## config.mk

```make
export PLATFORM = sky130hd
export DESIGN_NAME = baud_tick_gen_flat
export DESIGN_NICKNAME = d
export VERILOG_FILES = /design/src/rtl/baud_pkg.sv /design/src/rtl/baud_tick_gen_if.sv /design/src/rtl/baud_mod_cnt.sv /design/src/rtl/baud_tick_gen.sv /design/src/flat_wrapper.sv
export SDC_FILE = /design/constraint.sdc
export NUM_CORES = 1
export LEC_CHECK = 0
export BUFFER_PORTS_ARGS = -buffer_cell sky130_fd_sc_hd__buf_2
export CAP_MARGIN = 20
export CORE_ASPECT_RATIO = 2
export CORE_MARGIN = 5
export CORE_UTILIZATION = 45
export DETAILED_ROUTE_END_ITERATION = 8
export PLACE_DENSITY_LB_ADDON = 0.25
export SLEW_MARGIN = 20
export SYNTH_ARGS = -nofsm -noshare
export SYNTH_HDL_FRONTEND = slang
export SYNTH_SLANG_ARGS = --single-unit
```

## constraint.sdc

```tcl
create_clock -name clk -period 3.5 [get_ports clk]
set_input_delay 0.7 -clock clk [delete_from_list [all_inputs] [get_ports clk]]
set_output_delay 0.7 -clock clk [all_outputs]
set_load 0.1 [all_outputs]
```

## src/rtl/baud_pkg.sv

```systemverilog
// Shared types and constants for the baud tick generator.
// Holds the FSM state type, default sizing and the oversample index width helper.
package baud_pkg;

  typedef enum logic {
    IDLE = 1'b0,
    RUN  = 1'b1
  } state_t;

  localparam int CNT_W_DEF = 20;
  localparam int OSR_DEF   = 16;

  // Width of an index counting 0..n-1; never narrower than one bit.
  function automatic int os_width(input int n);
    return (n < 2) ? 1 : $clog2(n);
  endfunction

endpackage

```

## src/rtl/baud_tick_gen_if.sv

```systemverilog
// Control/status bundle of the baud tick generator.
// BAUD_MID_TICK_EN adds the mid_tick signal to the bundle and both modports.
interface baud_tick_gen_if
  import baud_pkg::*;
#(
  parameter int CNT_W = CNT_W_DEF,
  parameter int OSR   = OSR_DEF
);
  localparam int OS_W = os_width(OSR);

  logic             en;
  logic             load;
  logic [CNT_W-1:0] divisor;
  logic             os_tick;
  logic             bit_tick;
  logic             div_err;
  logic [CNT_W-1:0] count;
  logic [OS_W-1:0]  os_cnt;
`ifdef BAUD_MID_TICK_EN
  logic             mid_tick;
`endif

  modport master (
    output en, load, divisor,
    input  os_tick, bit_tick, div_err, count, os_cnt
`ifdef BAUD_MID_TICK_EN
    , mid_tick
`endif
  );

  modport slave (
    input  en, load, divisor,
    output os_tick, bit_tick, div_err, count, os_cnt
`ifdef BAUD_MID_TICK_EN
    , mid_tick
`endif
  );

endinterface

```

## src/rtl/baud_mod_cnt.sv

```systemverilog
// Generic modulo-N counter with enable, sync/async clear and a wrap pulse.
// n is one bit wider than the value so N = 2**W fits; n = 0 never wraps.
module baud_mod_cnt #(
  parameter int W = 8
) (
  input  logic         clk,
  input  logic         rst_async,
  input  logic         clr,
  input  logic         en,
  input  logic [W:0]   n,
  output logic [W-1:0] value,
  output logic         wrap
);

  assign wrap = en && ({1'b0, value} == (n - 1'b1));

  always_ff @(posedge clk or posedge rst_async) begin
    if (rst_async) begin
      value <= '0;
    end else if (clr) begin
      value <= '0;
    end else if (en) begin
      value <= wrap ? '0 : value + 1'b1;
    end
  end

endmodule

```

## src/rtl/baud_tick_gen.sv

```systemverilog
// Baud tick generator: divisor prescaler feeding an OSR-wide oversample counter.
// Optional BAUD_MID_TICK_EN adds a registered mid-bit sampling pulse (mid_tick).
//
// state | meaning
// IDLE  | stopped; counters hold, ticks low; div_q latched on leaving if empty
// RUN   | prescaler counts every enabled edge; pending divisor applied on wrap
module baud_tick_gen
  import baud_pkg::*;
#(
  parameter int CNT_W = CNT_W_DEF,
  parameter int OSR   = OSR_DEF
) (
  input logic           clk,
  input logic           rst_async,
  input logic           rst_sync,
  baud_tick_gen_if.slave bus
);
  localparam int OS_W = os_width(OSR);
  localparam logic [OS_W:0]   OS_N   = OSR[OS_W:0];
  localparam logic [OS_W-1:0] OS_MID = OS_W'(OSR / 2 - 1);

  state_t           state, state_nxt;
  logic [CNT_W-1:0] div_q, div_q_nxt, div_pend;
  logic             pend_vld;
  logic             run_en, cnt_clr, ps_wrap, os_wrap;
  logic [CNT_W-1:0] count;
  logic [OS_W-1:0]  os_cnt;
  logic             os_tick, bit_tick, div_err;

  // A zero divisor can only reach RUN through a pending load; park and clear then.
  assign run_en  = (state == RUN) && bus.en && (div_q != '0);
  assign cnt_clr = rst_sync || ((state == RUN) && (div_q == '0));

  baud_mod_cnt #(.W(CNT_W)) u_prescale (
    .clk       (clk),
    .rst_async (rst_async),
    .clr       (cnt_clr),
    .en        (run_en),
    .n         ({1'b0, div_q}),
    .value     (count),
    .wrap      (ps_wrap)
  );

  baud_mod_cnt #(.W(OS_W)) u_oversample (
    .clk       (clk),
    .rst_async (rst_async),
    .clr       (cnt_clr),
    .en        (ps_wrap),
    .n         (OS_N),
    .value     (os_cnt),
    .wrap      (os_wrap)
  );

  // Resuming keeps the held div_q; only an empty div_q takes the input divisor.
  always_comb begin
    state_nxt = state;
    div_q_nxt = div_q;
    case (state)
      IDLE: begin
        if (bus.en && ((div_q != '0) || (bus.divisor != '0))) begin
          state_nxt = RUN;
          if (div_q == '0) div_q_nxt = bus.divisor;
        end
      end
      RUN: begin
        if (!bus.en || (div_q == '0)) state_nxt = IDLE;
        else if (ps_wrap && pend_vld) div_q_nxt = div_pend;
      end
      default: state_nxt = IDLE;
    endcase
  end

  always_ff @(posedge clk or posedge rst_async) begin
    if (rst_async) begin
      state    <= IDLE;
      div_q    <= '0;
      div_pend <= '0;
      pend_vld <= 1'b0;
      os_tick  <= 1'b0;
      bit_tick <= 1'b0;
      div_err  <= 1'b1;
    end else if (rst_sync) begin
      state    <= IDLE;
      div_q    <= '0;
      div_pend <= '0;
      pend_vld <= 1'b0;
      os_tick  <= 1'b0;
      bit_tick <= 1'b0;
      div_err  <= 1'b1;
    end else begin
      state    <= state_nxt;
      div_q    <= div_q_nxt;
      div_err  <= (div_q_nxt == '0);
      os_tick  <= ps_wrap;
      bit_tick <= os_wrap;
      if ((state == RUN) && bus.load) begin
        div_pend <= bus.divisor;
        pend_vld <= 1'b1;
      end else if (ps_wrap) begin
        pend_vld <= 1'b0;
      end
    end
  end

`ifdef BAUD_MID_TICK_EN
  logic mid_tick;

  always_ff @(posedge clk or posedge rst_async) begin
    if (rst_async) begin
      mid_tick <= 1'b0;
    end else if (rst_sync) begin
      mid_tick <= 1'b0;
    end else begin
      mid_tick <= ps_wrap && (os_cnt == OS_MID);
    end
  end

  assign bus.mid_tick = mid_tick;
`endif

  assign bus.os_tick  = os_tick;
  assign bus.bit_tick = bit_tick;
  assign bus.div_err  = div_err;
  assign bus.count    = count;
  assign bus.os_cnt   = os_cnt;

endmodule
```

## src/flat_wrapper.sv

```systemverilog
// flat-port wrapper written by rule: the top's interface ports become plain ports
module baud_tick_gen_flat import baud_pkg::*;
#(
  parameter int CNT_W = CNT_W_DEF,
  parameter int OSR   = OSR_DEF
)
  (clk, rst_async, rst_sync, bus_en, bus_load, bus_divisor, bus_os_tick, bus_bit_tick, bus_div_err, bus_count, bus_os_cnt);
  baud_tick_gen_if #(.CNT_W(CNT_W), .OSR(OSR)) bus_i ();
  input logic clk;
  input logic rst_async;
  input logic rst_sync;
  input wire logic [$bits(bus_i.en)-1:0] bus_en;
  input wire logic [$bits(bus_i.load)-1:0] bus_load;
  input wire logic [$bits(bus_i.divisor)-1:0] bus_divisor;
  output wire logic [$bits(bus_i.os_tick)-1:0] bus_os_tick;
  output wire logic [$bits(bus_i.bit_tick)-1:0] bus_bit_tick;
  output wire logic [$bits(bus_i.div_err)-1:0] bus_div_err;
  output wire logic [$bits(bus_i.count)-1:0] bus_count;
  output wire logic [$bits(bus_i.os_cnt)-1:0] bus_os_cnt;
  assign bus_i.en = bus_en;
  assign bus_i.load = bus_load;
  assign bus_i.divisor = bus_divisor;
  assign bus_os_tick = bus_i.os_tick;
  assign bus_bit_tick = bus_i.bit_tick;
  assign bus_div_err = bus_i.div_err;
  assign bus_count = bus_i.count;
  assign bus_os_cnt = bus_i.os_cnt;
  baud_tick_gen #(.CNT_W(CNT_W), .OSR(OSR)) u_core (.clk(clk), .rst_async(rst_async), .rst_sync(rst_sync), .bus(bus_i));
endmodule
```

==> metrics, run 1 <==
worst setup margin=-0.201 ns; Worst Setup End Kind=flip-flop; Boundary Pins=52; 1st-pass router iterations=5; yosys warns=0; min-delay worst type=reg2reg; total gr overflow=0; Final HPWL DP=9.03 mm; top post-synthesis cells by area=dfrtp_1 41%, xnor2_1 5.6%, mux2i_1 4.3%; Die W=78.2 µm; core area=9260 µm²; Synth top area share=0.406; Max Cap Viol=0; ys flop type=dfrtp_1; P_sw=853 µW; EDFF count, synth=0; routed len/inst=18.9 µm; PortBufs=51; Clock Tree Buf Depth=2; Buffers & Inverters on Critical Path=2; Post-layout nets=570; row count=50; Final Setup Violations=1; share of cells above drive strength 1=0.271; synth unique cells=57; final hold vios=0; Critical Path RT=3.78 ns; Die Area=11500 µm²; Skew-Pair Late Insertion Delay=0.34 ns; Leak=0.00233 µW; H-tree Lvls=3; status=complete, but fails checks; Critical Path Most Common Cell=nor4_4; number of global-route vias before repair=4042; FILL cells=845; cell area after synthesis=4190 µm²; Worst Path Arrival=3.98 ns; final wirelength=12.3 mm; initial antenna violation count=0; average size of a mapped cell=9.27 µm²; clock slew at reported path FFs=0.06 ns; area growth from synthesis to layout=27.0%; Clk pwr share=0.330; drt drc=0; largest area contributor in the netlist=dfrtp_1; ant diodes=0; CTS tree=yes; most common cell after layout, fill and taps aside=dfrtp_1; Sequential Power Share=0.344; Mapped Cells=452; CTS Buf Count=9; fin. max-slew vios=0; Net Sw Frac=0.333; clk sinks=69; worst vdd ir=320 µV; total power=2560 µW; CP Launch Type=flip-flop; most frequent cells in the layout=66 x dfrtp_1, 51 x buf_2, 50 x buf_4; Relative slew margins=0.409; fraction of registers with async set/reset=1.00; DRT iter0 DRCs=254; failing checks=setup timing; actual slew at the worst max-slew pin=0.886 ns; combinational power share=0.326; Setup Skew=0.00817 ns; post-synth net total=481; Min Clock Period, post-route=3.70 ns; Placed Cells incl. Taps=627; unrepaired setup endpoints after global routing=true; Power Density=481 nW/µm²; Top delay family on crit path=simple AND/OR/NAND/NOR gates; largest net degree at the start of global routing=70; register area share after synthesis=0.412; worst hold slack=0.501 ns; first-pass GRT wire length=20.3 mm; Int Power=1710 µW; GRT Overall Usage=0.227; clock root buffer=clkbuf_16; CP max stage delay=0.60 ns; gp weighted congestion=0.941; antenna-violating nets left=0; crit-path cells=or4_4 > nor4_4 > xnor2_1 > o2bb2ai_1 > o2111ai_2 > nor4_4 > buf_4 > bufbuf_16 > mux2i_1 > nand4_1 > nor4_1 > a41o_1; Starting Density=0.453; WS Path Type=reg2reg; DR vias/cell=5.96; Post-Layout Cell Count=650; synthesized flop and latch total=69; Achievable Freq=270 MHz; Final Cycle Share=1.06; Die Ht=146 µm; maximum fanout along the worst path=4; Via Count=3876; CP max stage cell=or4_4
==> state kept, by name (all words and copies together), names as in the netlist, 4 cells and up <==
name	flops
u_core.div_pend	20
u_core.div_q	20
u_core.u_prescale.value	20
u_core.u_oversample.value	4
==> synth_stat cells (3+ instances only) <==
| cell | n |
|---|---|
| dfrtp_1 | 68 |
| nor2_1 | 47 |
| a21oi_1 | 33 |
| xnor2_1 | 27 |
| nand2_1 | 21 |
| a22o_1 | 20 |
| clkbuf_1 | 20 |
| mux2i_1 | 18 |
| nor2b_1 | 17 |
| inv_1 | 16 |
| a211oi_1 | 15 |
| nor4_1 | 15 |
| xor2_1 | 15 |
| nand3_1 | 13 |
| nand4_1 | 11 |
| a31oi_1 | 9 |
| nor3_1 | 9 |
| and2_1 | 6 |
| o21ai_0 | 6 |
| or3_1 | 5 |
| buf_2 | 4 |
| ha_1 | 4 |
| o2111ai_1 | 4 |
| mux2_1 | 3 |
| nand2b_1 | 3 |
| or4_1 | 3 |
| or4_4 | 3 |
==> power by group through the flow <==
stage,Combinational [µW],Sequential (µW),Clock [µW]
floorplan,474,898,0
global placement,754,889,0
detailed placement,769,891,0
CTS,811,878,855
global route,907,886,891
finish,836,881,845
==> worst paths after layout <==
path | start | endpoint | slack, ns | cells after the start
setup / recovery | u_core.div_q[9] | u_core.bus.div_err | -0.20 | 12
hold / removal | u_core.div_pend[11] | u_core.div_pend[11] | 0.50 | 1
setup reg to reg | u_core.div_q[9] | u_core.bus.div_err | -0.20 | 12
hold reg to reg | u_core.div_pend[11] | u_core.div_pend[11] | 0.50 | 1
max in group asynchronous | rst_async | u_core.u_prescale.value[5] | 2.27 | 3
min in group asynchronous | rst_async | u_core.div_pend[1] | 0.60 | 3
==> metrics by stage <==
stage	setup TNS [ns]	utilization	setup WS (ns)	cell area, µm²
after floorplan	0	-	0.0194	4210
after global placement	-0.168	0.523	-0.168	4840
after detailed placement	-0.250	0.523	-0.250	4840
after CTS	-0.185	0.572	-0.185	5290
after global routing	-0.471	0.575	-0.390	5330
final	-0.201	0.575	-0.201	5330
==> metal layers <==
metal | part of all wire | global-route usage | wire length, µm
met3 | 0.033 | 0.0315 | 406
met4 | 0.058 | 0.142 | 710
met5 | 0 | 0 | 0
met1 | 0.36 | 0.239 | 4480
met2 | 0.55 | 0.412 | 6720
==> worst register-to-register path, stage by stage, from the launching register on <==
cell and delay (ns):
dfrtp_1 0.41, or4_4 0.60, nor4_4 0.37, xnor2_1 0.19
o2bb2ai_1 0.16, o2111ai_2 0.23, nor4_4 0.31, buf_4 0.18
bufbuf_16 0.27, mux2i_1 0.22, nand4_1 0.14, nor4_1 0.34
a41o_1 0.23
==> kinds of logic (layout without fill, tap and decap cells) <==
group	after synthesis	count (layout)	share of synthesized area
simple gates	167	167	0.219
compound gates	104	104	0.173
flops	69	69	0.412
buf+inv	45	139	0.0451
xor+xnor	42	42	0.0878
mux	21	21	0.0510
fa+ha+maj	4	4	0.0119
==> area by class of cell <==
type,count,area [µm²],area share
clock buffer,11,243,0.0456
clock inverter,5,36.3,0.00681
inverter,17,63.8,0.0120
multi-input combinational,338,2370,0.446
sequential,69,1730,0.325
tap,104,130,0.0244
timing repair buffer,106,747,0.140
==> repair_timing <==
| action | in CTS | in global routing |
|---|---|---|
| buffers inserted | 4 | 0 |
| pin swaps | 6 | 1 |
| endpoints found under the setup margin | 1 | 4 |
| gates cloned | 3 | 0 |
| gates resized for setup | 9 | 7 |
| hold buffers | 0 | 0 |
Power figures use the tool's default switching activity.
==> inputs of run 2 (changes only) <==
Settings changed: ABC_AREA set to 1, GPL_TIMING_DRIVEN set to 0.
==> run 2 against run 1 <==
The run now ends clean. Area after synthesis grew 14%. Sequential power is essentially flat. Critical path depth grew 5. Flip-flop and latch count is the same. Utilization shrank 4.6 points. Synthesized cell count grew 58%. Clock-buffer cell count grew 1.
==> metrics, run 2 <==
synth unique cells=35 (was 57); cell area after synthesis=4770 µm² (was 4190 µm²); WP depth=17 (was 12); core area=10500 µm² (was 9260 µm²); largest net degree at the start of global routing=50 (was 70); post-synthesis xor/xnor area fraction=0.0294 (was 0.0878); total power=2450 µW (was 2560 µW); Final HPWL DP=12.4 mm (was 9.03 mm); number of global-route vias before repair=4989 (was 4042); Final Cycle Share=0.926 (was 1.06); Skew-Pair Late Insertion Delay=0.35 ns (was 0.34 ns); row count=53 (was 50); area growth from synthesis to layout=16.1% (was 27.0%); Post-synth top cells=202 x nand2_1, 94 x nand3_1, 92 x nor2_1 (was 68 x dfrtp_1, 47 x nor2_1, 33 x a21oi_1); Post-Synth Simple-Gate Area=0.416 (was 0.219); actual slew at the worst max-slew pin=0.747 ns (was 0.886 ns); clock slew at reported path FFs=0.06 ns (about the same); GRT Overall Usage=0.243 (was 0.227); DRT iter0 DRCs=258 (was 254); Via Count=4904 (was 3876); Net Sw Frac=0.340 (was 0.333); final setup TNS=0 ns (was -0.201 ns); ys flop type=dfrtp_1 (unchanged); crit-path cells=inv_1 > ha_1 > nand2_2 > nor2_4 > buf_6 > nand3_1 > nand2_1 > nand2_1 > inv_1 > nand2_1 > nor2_1 > nand2_2 > nor2_8 > nor2_2 > inv_1 > buf_2 > nor3_1 (was or4_4 > nor4_4 > xnor2_1 > o2bb2ai_1 > o2111ai_2 > nor4_4 > buf_4 > bufbuf_16 > mux2i_1 > nand4_1 > nor4_1 > a41o_1); P_sw=832 µW (was 853 µW); drt drc=0 (unchanged); CP max stage cell=dfrtp_1 (was or4_4); largest family of logic cells by synthesized area=simple AND/OR/NAND/NOR gates (unchanged); Power Density=441 nW/µm² (was 481 nW/µm²); clock root buffer=clkbuf_16 (unchanged); top-count cell post-synth=nand2_1 (was dfrtp_1); area of the multi-input gates=2600 µm² (was 2370 µm²); Worst Setup End Kind=flip-flop (unchanged); post-synth net total=743 (was 481); Die Ht=156 µm (was 146 µm); Leak=0.00282 µW (was 0.00233 µW); Critical Path RT=3.70 ns (was 3.78 ns); Relative slew margins=0.500 (was 0.409); Worst Path Arrival=3.44 ns (was 3.98 ns); largest area contributor in the netlist=dfrtp_1 (unchanged); post-cts sizing count=0 (was 9); H-tree Lvls=3 (unchanged); largest registers=u_core.div_pend (20), u_core.div_q (20), u_core.u_prescale.value (20) (unchanged); worst vdd ir=361 µV (was 320 µV); synthesized flop and latch total=69 (unchanged); FILL cells=1107 (was 845); ant diodes=0 (unchanged); routed len/inst=16.6 µm (was 18.9 µm); Clk pwr share=0.392 (was 0.330); Die Area=12900 µm² (was 11500 µm²); Clock Tree Buf Depth=2 (unchanged); final wirelength=15.2 mm (was 12.3 mm); average size of a mapped cell=6.69 µm² (was 9.27 µm²); CTS tree=yes (unchanged); PortBufs=51 (unchanged); fin. max-slew vios=0 (unchanged); EDFF count, synth=0 (unchanged); Int Power=1610 µW (was 1710 µW); gp weighted congestion=0.958 (was 0.941); Post-Synth Adder-Cell Area=0.0105 (was 0.0119); Final Setup Violations=0 (was 1); yosys warns=0 (unchanged); register area share after synthesis=0.362 (was 0.412); antenna-violating nets left=0 (unchanged); top post-synthesis cells by area=dfrtp_1 36%, nand2_1 16%, nand3_1 9.9% (was dfrtp_1 41%, xnor2_1 5.6%, mux2i_1 4.3%); register area=1730 µm² (about the same); status=complete, no violations (was complete, but fails checks); fraction of registers with async set/reset=1.00 (unchanged); clk sinks=69 (unchanged); post-synthesis mux area share=0 (was 0.0510); Achievable Freq=308 MHz (was 270 MHz); most frequent cells in the layout=202 x nand2_1, 94 x nand3_1, 92 x nor2_1 (was 66 x dfrtp_1, 51 x buf_2, 50 x buf_4); Post-layout nets=806 (was 570); fin util=0.529 (was 0.575); worst hold slack=0.301 ns (was 0.501 ns); Buffers & Inverters on Critical Path=5 (was 2); worst setup margin=0.258 ns (was -0.201 ns); combinational power share=0.247 (was 0.326); Die W=82.8 µm (was 78.2 µm); unrepaired setup endpoints after global routing=false (was true); final hold vios=0 (unchanged); Reg2Reg Depth=17 (was 12); 1st-pass router iterations=5 (unchanged); WS Path Type=reg2reg (unchanged); Synth top area share=0.356 (was 0.406); min-delay worst type=in2async (was reg2reg); Top delay family on crit path=simple AND/OR/NAND/NOR gates (unchanged); first-pass GRT wire length=24.6 mm (was 20.3 mm); total gr overflow=0 (unchanged); CTS Buf Count=9 (unchanged); share of cells above drive strength 1=0.134 (was 0.271); CP max stage delay=0.44 ns (was 0.60 ns); Boundary Pins=52 (unchanged); Mapped Cells=714 (was 452); Sequential Power Share=0.360 (was 0.344); Max Cap Viol=0 (unchanged); post-CTS setup buffers=0 (was 4); Setup Skew=0.00845 ns (was 0.00817 ns); CP Launch Type=flip-flop (unchanged); initial antenna violation count=0 (unchanged); Min Clock Period, post-route=3.24 ns (was 3.70 ns); CTS Hold Bufs=0 (unchanged); maximum fanout along the worst path=10 (was 4); most common cell after layout, fill and taps aside=nand2_1 (was dfrtp_1); Starting Density=0.456 (was 0.453); DR vias/cell=5.34 (was 5.96); area fraction in compound gates after synthesis=0.0881 (was 0.173); pre-CTS WS=0.243 ns (was -0.250 ns)
==> run 2: cell types whose count changed in the layout (fill, tap and decap cells not counted), moves of 21 or more <==
cell / change
nor2_1: +45
xnor2_1: -21
nand3_1: +81
inv_1: +67
buf_4: -50
o21ai_0: +30
nand2_1: +181
==> run 2: metal layers <==
layer  GRT usage  wire, µm
met2       0.463      8360
met5           0         0
met1       0.233      5340
met3      0.0428       595
met4       0.164       927
==> run 2: logic make-up after synthesis <==
kind of cell	Yosys count
adders and majority gates	4
and+or+nand+nor	443
xor gates and xnor gates	16
buffers and inverters	110
AOI/OAI and AO/OA	72
DFF	69
==> run 2: path summary, 6_finish.rpt <==
kind,endpoint,slack (ns),from
max,u_core.u_prescale.value[11],0.26,u_core.div_q[0]
min,u_core.u_prescale.value[0],0.30,rst_async
max reg2reg,u_core.u_prescale.value[11],0.26,u_core.div_q[0]
min reg2reg,u_core.div_pend[18],0.52,u_core.div_pend[18]
max in group asynchronous,u_core.bus.div_err,2.61,rst_async
min in group clk,u_core.div_pend[18],0.52,u_core.div_pend[18]
==> run 2: layout make-up <==
cell class,instances,area share
Tap cell,137,0.0309
Multi-Input combinational cell,535,0.469
Buffer,22,0.0214
Clock buffer,12,0.0463
Inverter,88,0.0601
Clock inverter,4,0.00993
Timing Repair Buffer,52,0.0510
Sequential cell,69,0.312
==> run 2: power by group through the flow <==
stage	sequential, µW	clock (µW)	combinational, µW
5_1_grt	885	997	673
2_1_floorplan	903	0	418
4_1_cts	880	965	603
3_5_place_dp	893	0	600
3_3_place_gp	892	0	586
6_report	881	960	605
==> run 2: per-stage QoR <==
stage,area (µm²),instances
floorplan,4770,714
global placement,5200,902
detailed placement,5230,903
CTS,5540,919
global route,5540,919
finish,5540,919
==> inputs of run 3 (changes only) <==
Clock period 3.5 ns to 2.8 ns, I/O delays scaled along.
==> run 3 against run 2 <==
The run now ends with setup timing left. Flip-flop and latch count unchanged. Global-route usage up 0.21 points. Largest cell class unchanged. Total power up 28%. Sequential power up 26%.
==> metrics, run 3 (synthesis gave the netlist of run 2 again) <==
Critical Path Most Common Cell=nand2_1; FILL cells=1059 (was 1107); area growth from synthesis to layout=24.7% (was 16.1%); Worst Setup End Kind=flip-flop (unchanged); Reg2Reg Depth=18 (was 17); Boundary Pins=52 (unchanged); 1st-pass router iterations=6 (was 5); WS Path Type=reg2reg (unchanged); Via Count=5099 (was 4904); CP max stage delay=0.46 ns (was 0.44 ns); clk sinks=69 (unchanged); final wirelength=16.1 mm (was 15.2 mm); Power Density=526 nW/µm² (was 441 nW/µm²); CTS tree=yes (unchanged); Setup Skew=0.00962 ns (was 0.00845 ns); initial antenna violation count=0 (unchanged); PortBufs=51 (unchanged); routed len/inst=17.1 µm (was 16.6 µm); Starting Density=0.456 (unchanged); number of global-route vias before repair=4935 (was 4989); Min Clock Period, post-route=2.87 ns (was 3.24 ns); largest registers=u_core.div_pend (20), u_core.div_q (20), u_core.u_prescale.value (20) (unchanged); ant diodes=0 (unchanged); Final Setup Violations=1 (was 0); failing checks=setup timing; gp weighted congestion=0.927 (was 0.958); Critical Path RT=3.07 ns (was 3.70 ns); Clock Tree Buf Depth=2 (unchanged); min-delay worst type=in2async (unchanged); crit-path cells=nor2_2 > nand2_1 > nor2_4 > buf_6 > nand3_1 > nand3_1 > nand2_1 > nor2_1 > nand2_1 > nor2_1 > nand3_1 > nand2_1 > nand3_1 > nand2_1 > nand2_1 > nor2_1 > nand3_1 > o21bai_2 (was inv_1 > ha_1 > nand2_2 > nor2_4 > buf_6 > nand3_1 > nand2_1 > nand2_1 > inv_1 > nand2_1 > nor2_1 > nand2_2 > nor2_8 > nor2_2 > inv_1 > buf_2 > nor3_1); register area=1740 µm² (was 1730 µm²); Achievable Freq=349 MHz (was 308 MHz); Top delay family on crit path=simple AND/OR/NAND/NOR gates (unchanged); actual slew at the worst max-slew pin=0.572 ns (was 0.747 ns); row count=53 (unchanged); CTS Buf Count=9 (unchanged); most common cell after layout, fill and taps aside=nand2_1 (unchanged); Skew-Pair Late Insertion Delay=0.34 ns (was 0.35 ns); CP Launch Type=flip-flop (unchanged); antenna-violating nets left=0 (unchanged); Buffers & Inverters on Critical Path=1 (was 5); final hold vios=0 (unchanged); Final HPWL DP=12.4 mm (about the same); DP Area=5230 µm² (about the same); maximum fanout along the worst path=10 (unchanged); drt drc=0 (unchanged); share of cells above drive strength 1=0.211 (was 0.134); most frequent cells in the layout=194 x nand2_1, 92 x nand3_1, 78 x nor2_1, 78 x inv_1, 60 x dfrtp_1 (was 202 x nand2_1, 94 x nand3_1, 92 x nor2_1); Post-layout nets=829 (was 806); Final Cell Area=5950 µm² (was 5540 µm²); core area=10500 µm² (unchanged); worst vdd ir=380 µV (was 361 µV); WP depth=18 (was 17); status=complete, but fails checks (was complete, no violations); unrepaired setup endpoints after global routing=true (was false); Relative slew margins=0.616 (was 0.500); clock root buffer=clkbuf_16 (unchanged); GRT Overall Usage=0.245 (was 0.243); DRT iter0 DRCs=230 (was 258); Die Ht=156 µm (unchanged); Worst Path Arrival=3.14 ns (was 3.44 ns); H-tree Lvls=3 (unchanged); Max Cap Viol=0 (unchanged); DR vias/cell=5.42 (was 5.34); Die Area=12900 µm² (unchanged); worst setup margin=-0.0691 ns (was 0.258 ns); Leak=0.00301 µW (was 0.00282 µW); area of the multi-input gates=2770 µm² (was 2600 µm²); first-pass GRT wire length=24.7 mm (was 24.6 mm); Final Cycle Share=1.02 (was 0.926); clock slew at reported path FFs=0.06 ns (about the same); fin util=0.568 (was 0.529); total gr overflow=0 (unchanged); fin. max-slew vios=0 (unchanged); largest net degree at the start of global routing=45 (was 50); Die W=82.8 µm (unchanged); CP max stage cell=dfrtp_2 (was dfrtp_1)
[run 3: power breakdown]
part	internal (µW)	switching, µW
Sequential	1040	61.6
Combinational	307	582
Clock	710	429
Total	2060	1070
[run 3: path summary, 6_finish.rpt]
| kind | startpoint | to | slack [ns] |
|---|---|---|---|
| max | u_core.div_q[5] | u_core.bus.div_err | -0.07 |
| min | rst_async | u_core.u_prescale.value[2] | 0.19 |
| max reg2reg | u_core.div_q[5] | u_core.bus.div_err | -0.07 |
| min reg2reg | u_core.div_pend[7] | u_core.div_pend[7] | 0.52 |
| max in group asynchronous | rst_async | u_core.bus.div_err | 2.01 |
| min in group clk | rst_sync | u_core.div_q[19] | 0.46 |
[run 3: layer usage]
metal	up-vias	wire length, µm	GRT usage
li1	2480	-	-
met1	2366	5430	0.223
met2	190	8880	0.476
met3	63	670	0.0418
met4	0	1070	0.177
met5	-	0	0
[run 3: metrics by stage]
step	worst slack [ns]	cells	setup TNS (ns)	hold WS (ns)	power, µW
after detailed placement	-0.529	903	-9.50	0.504	1870
after floorplan	0.0657	714	0	0.481	1650
after CTS	0.00853	931	0	0.204	3080
final	-0.0691	941	-0.0691	0.194	3130
after global routing	-0.158	941	-0.421	0.235	3270
after global placement	-0.552	902	-32.05	0.500	1850
[run 3: worst register-to-register path, delay by kind of cell, from the launching register on]
kind,cells,cell delay (ns)
compound gates,1,0.17
flops,1,0.46
buf+inv,1,0.15
simple gates,16,2.03
[run 3: cell type report]
type,count,area share
inverters,88,0.0572
repair buffers,75,0.0834
flip-flops and latches,69,0.292
well taps,137,0.0288
multi-input cells,535,0.466
clock inverters,3,0.00777
clock buffers,12,0.0414
plain buffers,22,0.0237
[run 3: repair_timing]
item / in CTS / in global routing
buffers inserted: 11 / 9
gates resized for setup: 40 / 34
pin swaps: 13 / 13
hold buffers: 0 / 0
gates cloned: 2 / 1
setup endpoints to repair: 46 / 19
